--- config.mk ---
export PLATFORM = sky130hd
export DESIGN_NAME = occ_req_sched
export DESIGN_NICKNAME = d
export VERILOG_FILES = /design/src/rtl/smem_pkg.sv /design/src/rtl/req_fifo.sv /design/src/rtl/occ_req_sched.sv
export SDC_FILE = /design/constraint.sdc
export NUM_CORES = 1
export LEC_CHECK = 0
export ABC_AREA = 0
export CELL_PAD_IN_SITES_DETAIL_PLACEMENT = 1
export CELL_PAD_IN_SITES_GLOBAL_PLACEMENT = 2
export CORE_UTILIZATION = 44
export CTS_CLUSTER_DIAMETER = 50
export DETAILED_ROUTE_END_ITERATION = 7
export PLACE_DENSITY = 0.81
export SYNTH_ARGS = -nofsm -noshare
export SYNTH_HDL_FRONTEND = slang
export SYNTH_SLANG_ARGS = --single-unit
export TNS_END_PERCENT = 100
--- constraint.sdc ---
create_clock -name clk -period 6.8 [get_ports clk]
set_clock_uncertainty 0.2 [all_clocks]
set_input_delay 1.7 -clock clk [delete_from_list [all_inputs] [get_ports clk]]
set_output_delay 1.7 -clock clk [all_outputs]
set_load 0.02 [all_outputs]
--- src/rtl/smem_pkg.sv ---
// Shared definitions for the occurrence-table request path: default geometry and
// scheduler state encoding.
package smem_pkg;

  localparam int unsigned DEPTH_DEF  = 4;
  localparam int unsigned ADDR_W_DEF = 42;
  localparam int unsigned TAG_W_DEF  = 9;

  typedef enum logic [1:0] {
    StIdle   = 2'd0,
    StIssueK = 2'd1,
    StIssueL = 2'd2
  } sched_state_e;

endpackage

--- src/rtl/req_fifo.sv ---
// Synchronous FIFO with occupancy count; a push into a full FIFO is accepted only
// when it coincides with a pop.
module req_fifo #(
  parameter int unsigned DEPTH = 4,
  parameter int unsigned WIDTH = 8
) (
  input  logic                       clk,
  input  logic                       rst,
  input  logic                       push,
  input  logic [WIDTH-1:0]           wdata,
  input  logic                       pop,
  output logic [WIDTH-1:0]           rdata,
  output logic                       push_ok,
  output logic                       empty,
  output logic                       full,
  output logic [$clog2(DEPTH):0]     count,
  output logic [$clog2(DEPTH):0]     count_next
);

  localparam int unsigned PW = $clog2(DEPTH);
  localparam int unsigned CW = PW + 1;

  logic [WIDTH-1:0] mem_q [DEPTH];
  logic [PW-1:0]    wr_ptr_q, rd_ptr_q;
  logic [CW-1:0]    count_q;
  logic             pop_ok;

  assign empty   = (count_q == '0);
  assign full    = (count_q == CW'(DEPTH));
  assign pop_ok  = pop && !empty;
  assign push_ok = push && (!full || pop_ok);
  assign rdata   = mem_q[rd_ptr_q];
  assign count   = count_q;

  always_comb begin
    count_next = count_q;
    if (push_ok && !pop_ok) begin
      count_next = count_q + CW'(1);
    end else if (!push_ok && pop_ok) begin
      count_next = count_q - CW'(1);
    end
  end

  always_ff @(posedge clk or posedge rst) begin
    if (rst) begin
      wr_ptr_q <= '0;
      rd_ptr_q <= '0;
      count_q  <= '0;
    end else begin
      if (push_ok) wr_ptr_q <= wr_ptr_q + PW'(1);
      if (pop_ok)  rd_ptr_q <= rd_ptr_q + PW'(1);
      count_q <= count_next;
    end
  end

  // Storage needs no reset; count gates every read of it.
  always_ff @(posedge clk) begin
    if (push_ok) mem_q[wr_ptr_q] <= wdata;
  end

endmodule

--- src/rtl/occ_req_sched.sv ---
// Occurrence-table request scheduler: queues k/l line address pairs and issues
// them to memory one address per beat, merging equal k/l into a single beat.
module occ_req_sched
  import smem_pkg::*;
#(
  parameter int unsigned DEPTH  = DEPTH_DEF,
  parameter int unsigned ADDR_W = ADDR_W_DEF,
  parameter int unsigned TAG_W  = TAG_W_DEF
) (
  input  logic              clk,
  input  logic              rst,
  input  logic              req_valid,
  input  logic [ADDR_W-1:0] req_addr_k,
  input  logic [ADDR_W-1:0] req_addr_l,
  input  logic [TAG_W-1:0]  req_tag,
  output logic              stall,
  output logic              mem_req_valid,
  input  logic              mem_req_ready,
  output logic [ADDR_W-1:0] mem_req_addr,
  output logic [TAG_W-1:0]  mem_req_tag,
  output logic              mem_req_sel,
  output logic              mem_req_both,
  output logic              overflow
);

  localparam int unsigned EW = 2 * ADDR_W + TAG_W;
  localparam int unsigned CW = $clog2(DEPTH) + 1;

  sched_state_e state_q, state_d;

  logic [EW-1:0]     fifo_wdata, fifo_rdata;
  logic              fifo_pop, fifo_push_ok, fifo_empty, fifo_full;
  logic [CW-1:0]     fifo_count, fifo_count_next;
  logic [ADDR_W-1:0] head_k, head_l;
  logic [TAG_W-1:0]  head_tag;
  logic              handshake, more_after_pop;
  logic              stall_q, overflow_q;

  assign fifo_wdata = {req_addr_k, req_addr_l, req_tag};

  req_fifo #(
    .DEPTH (DEPTH),
    .WIDTH (EW)
  ) u_req_fifo (
    .clk        (clk),
    .rst        (rst),
    .push       (req_valid),
    .wdata      (fifo_wdata),
    .pop        (fifo_pop),
    .rdata      (fifo_rdata),
    .push_ok    (fifo_push_ok),
    .empty      (fifo_empty),
    .full       (fifo_full),
    .count      (fifo_count),
    .count_next (fifo_count_next)
  );

  assign head_k   = fifo_rdata[EW-1 -: ADDR_W];
  assign head_l   = fifo_rdata[TAG_W +: ADDR_W];
  assign head_tag = fifo_rdata[TAG_W-1:0];

  assign handshake = mem_req_valid && mem_req_ready;
  // A push landing on the same edge as the last pop keeps the issue stream going.
  assign more_after_pop = (fifo_count > CW'(1)) || fifo_push_ok;

  always_comb begin
    state_d       = state_q;
    fifo_pop      = 1'b0;
    mem_req_valid = 1'b0;
    mem_req_addr  = '0;
    mem_req_tag   = '0;
    mem_req_sel   = 1'b0;
    mem_req_both  = 1'b0;
    case (state_q)
      StIdle: begin
        if (!fifo_empty || fifo_push_ok) state_d = StIssueK;
      end
      StIssueK: begin
        mem_req_valid = 1'b1;
        mem_req_addr  = head_k;
        mem_req_tag   = head_tag;
        mem_req_both  = (head_k == head_l);
        if (handshake) begin
          if (mem_req_both) begin
            fifo_pop = 1'b1;
            state_d  = more_after_pop ? StIssueK : StIdle;
          end else begin
            state_d = StIssueL;
          end
        end
      end
      StIssueL: begin
        mem_req_valid = 1'b1;
        mem_req_addr  = head_l;
        mem_req_tag   = head_tag;
        mem_req_sel   = 1'b1;
        if (handshake) begin
          fifo_pop = 1'b1;
          state_d  = more_after_pop ? StIssueK : StIdle;
        end
      end
      default: state_d = StIdle;
    endcase
  end

  always_ff @(posedge clk or posedge rst) begin
    if (rst) begin
      state_q    <= StIdle;
      stall_q    <= 1'b0;
      overflow_q <= 1'b0;
    end else begin
      state_q    <= state_d;
      // Leaves one slot free for the request already in flight upstream.
      stall_q    <= (fifo_count_next >= CW'(DEPTH - 1));
      overflow_q <= overflow_q | (req_valid & ~fifo_push_ok);
    end
  end

  assign stall    = stall_q;
  assign overflow = overflow_q;

endmodule

==> flow_summary_export.csv <==
group,metric,value,unit
run_status,outcome,"complete, no violations",
clocking,cts_repair_resize_count,0,
sta,clock.fmax,155,MHz
logic_synthesis,asyncSetResetFlopFracSynth,0.0287,
logic_synthesis,net_count_synth,843,
floorplanning,top_level_ports,153,
run,drv.max_cap_violation_count,0,
pwr,total_design_power,8780,uW
logic_synthesis,netlist_area,15300,um^2
clocking,clkTransAtPathRegs,0.05,ns
logic_synthesis,ys_ff_latch,383,
setup_path,setup.worst_path.class,"reg2out",
logic_synthesis,synthTopCellsByArea,"sky130_fd_sc_hd__edfxtp_1, sky130_fd_sc_hd__mux4_2, sky130_fd_sc_hd__xor2_1",
setup_path,worstSetupEndpointType,"output port",
sta,post-route-min-period,6.46,ns
logic_synthesis,synthMostInstantiatedCell,"sky130_fd_sc_hd__edfxtp_1",
clocking,h_tree_levels,2,
layout,fraction_of_final_layout_cells_sized_beyond_drive_strength_1,0.193,
placement,dp_slack,0.964,ns
logic_synthesis,sequential_to_total_area_share_from_yosys_stat,0.747,
floorplanning,placement_rows,67,
worst_hold_path,holdCritStartpoint,"overflow",
detailed_routing,wire_per_inst,24.9,um
pwr,power_density,464,nW/um^2
sta,fraction_of_the_cycle_the_final_worst_path_needs,0.950,
logic_synthesis,yosys-top-cells-count,"sky130_fd_sc_hd__edfxtp_1, sky130_fd_sc_hd__mux4_2, sky130_fd_sc_hd__a22oi_1, sky130_fd_sc_hd__nor2b_1, sky130_fd_sc_hd__xor2_1",
setup_path,critPathMaxFanout,32,
global_routing,grt_pass1_wl,52000,um
sta,final_critical_path_setup_slack,0.338,ns
detailed_routing,viasPerCell,5.55,
clocking,postCtsHoldBufs,0,
detailed_routing,drt_pre_antenna_iters,4,
logic_synthesis,yosysWarnings,0,
setup_path,r2r_start,"u_req_fifo.rd_ptr_q[0]",
detailed_routing,via_count,7737,
logic_synthesis,yosys.area.top_type,"sky130_fd_sc_hd__edfxtp_1",
sta,report.final.hold_viol_count,0,
clocking,cts.repair_timing.setup_buffer_count,0,
detailed_routing,final_routed_drc_violation_total,0,
setup_path,worst_ep_arrival_time,4.56,ns
layout,final_nets,1020,
global_routing,grt_max_degree,56,
clocking,cts_buffers,43,
detailed_routing,antenna_violating_nets_post_route,0,
setup_path,cp_slowest_stage_delay,0.74,ns
sta,setup_violations,0,
pwr,vdd_drop_max,0.254,mV
placement,place_congestion,0.763,
floorplanning,design.core.area,33900,um^2
logic_synthesis,count_of_flip_flops_with_a_built_in_enable_after_synthesis,372,
setup_path,worstPathCellList,"buf_12 > mux4_2 > xor2_1 > nor4_1 > nand3_1 > or2_1 > nor3_1 > clkdlybuf4s50_1",
detailed_routing,drt_wl_total,34700,um
setup_path,worst_setup_sp,"u_req_fifo.rd_ptr_q[0]",
setup_path,critPathLaunchType,"flop",
sta,setup_total_negative_slack,0,ns
layout,fillCellCount,3009,
layout,synthToLayoutAreaGrowth,23.3,%
setup_path,timing.critical_path.slowest_stage_cell,"sky130_fd_sc_hd__dfrtp_4",
sta,worst_pin_slew,1.06,ns
setup_path,critPathTopFamily,"simple AND/OR/NAND/NOR gates",
clocking,cts.path.max_buffers,3,
logic_synthesis,synth.top_cell.area_share,0.729,
global_routing,overflow,0,
setup_path,critPathBufInv,2,
floorplanning,floorplan.die.width,189,um
sta,report.final.slew_viol_count,0,
setup_path,critPathRequiredTime,4.90,ns
logic_synthesis,avgSynthCellArea,20.9,um^2
clocking,clk_root_buffer_cell,"sky130_fd_sc_hd__clkbuf_16",
logic_synthesis,synthesis.instances,734,
floorplanning,dieHeight,189,um
clocking,tritoncts_clock_tree,"built",
clocking,clock_latency,0.53,ns
global_routing,grt_antenna_before_repair,2,
logic_synthesis,yosys.cell_types.count,37,
global_routing,number_of_global_route_vias_before_repair,8478,
sta,slew_headroom,0.292,
floorplanning,floorplan.initialDensity,0.453,
pwr,p_leak,0.00607,uW
global_routing,grt_use_total,0.198,
logic_synthesis,synth_ff_type,"sky130_fd_sc_hd__edfxtp_1",
worst_hold_path,type_of_the_worst_min_delay_path,"reg2reg",
detailed_routing,drtIter0Drc,591,
placement,dp.final_hpwl,22100,um
clocking,cts.sink_count,383,
floorplanning,die_area,35600,um^2
placement,port-buffer-count,152,
sta,rsz0062_at_grt,"no",
per-stage QoR:
step	util	hold WS, ns	std cells	cell area, um^2
global route	0.558	0.311	1392	18900
detailed placement	0.517	0.249	1314	17500
global placement	0.517	0.249	1314	17500
CTS	0.558	0.300	1392	18900
finish	0.558	0.284	1393	18900
floorplan	-	0.298	734	15300
cells in the final DEF, fill, tap and decap left out, types with 4 or more instances in the layout:
cell	count
sky130_fd_sc_hd__edfxtp_1	372
sky130_fd_sc_hd__clkdlybuf4s50_1	152
sky130_fd_sc_hd__mux4_2	93
sky130_fd_sc_hd__clkbuf_16	45
sky130_fd_sc_hd__xor2_1	42
sky130_fd_sc_hd__a22oi_1	42
sky130_fd_sc_hd__nor2b_1	42
sky130_fd_sc_hd__buf_4	13
sky130_fd_sc_hd__nor4_1	12
sky130_fd_sc_hd__clkbuf_1	12
sky130_fd_sc_hd__inv_1	10
sky130_fd_sc_hd__and2_1	10
sky130_fd_sc_hd__ha_1	9
sky130_fd_sc_hd__dfrtp_1	9
sky130_fd_sc_hd__clkinv_1	8
sky130_fd_sc_hd__buf_12	7
sky130_fd_sc_hd__nor2_1	6
sky130_fd_sc_hd__xnor2_1	5
sky130_fd_sc_hd__and3_4	4
sky130_fd_sc_hd__bufinv_16	4
sky130_fd_sc_hd__clkinvlp_4	4
layout make-up:
class	count	area [um^2]	area share
inverter	10	37.5	0.00199
multi-input combinational	301	3690	0.195
tap	448	561	0.0296
clock buffer	58	1180	0.0627
antenna	1	2.50	0.000132
timing repair buffer	172	1760	0.0930
clock inverter	20	219	0.0116
sequential	383	11500	0.606
path summary, 6_finish.rpt:
kind	cells past startpoint	slack (ns)	end
min reg2reg	1	0.28	overflow
max in group asynchronous	2	4.75	u_req_fifo.rd_ptr_q[1]
max reg2reg	9	1.57	u_req_fifo.mem_q[2][66]
min in group asynchronous	2	1.30	state_q[1]
min	1	0.28	overflow
max	8	0.34	mem_req_both
per-layer routing:
layer,track usage,part of all wire,up-vias
li1,-,-,3379
met1,0.269,0.42,4064
met2,0.335,0.50,248
met3,0.0333,0.056,44
met4,0.0468,0.015,2
met5,0,0.00037,-
power by group:
part	total, uW	leakage [uW]	internal [uW]	switching, uW
Combinational	3180	0.00186	1400	1780
Sequential	3320	0.00354	3130	194
Clock	2280	0.000668	1380	898
Total	8780	0.00607	5910	2870
state kept, by name, indices dropped and copies added (netlist names):
register,count
overflow,1
u_req_fifo.rd_ptr_q,2
stall,1
u_req_fifo.mem_q,372
u_req_fifo.wr_ptr_q,2
u_req_fifo.count,3
state_q,2
cell families (layout without fill, tap and decap cells):
logic type / after synthesis / after routing / share of synthesized area
compound gates: 54 / 54 / 0.0273
xor+xnor: 47 / 47 / 0.0268
fa+ha+maj: 12 / 12 / 0.00979
buf+inv: 50 / 260 / 0.0144
flops: 383 / 383 / 0.747
mux: 98 / 98 / 0.140
other cells: 0 / 1 / 0
simple gates: 90 / 90 / 0.0350
No activity file was read; power rests on OpenSTA's default activity.
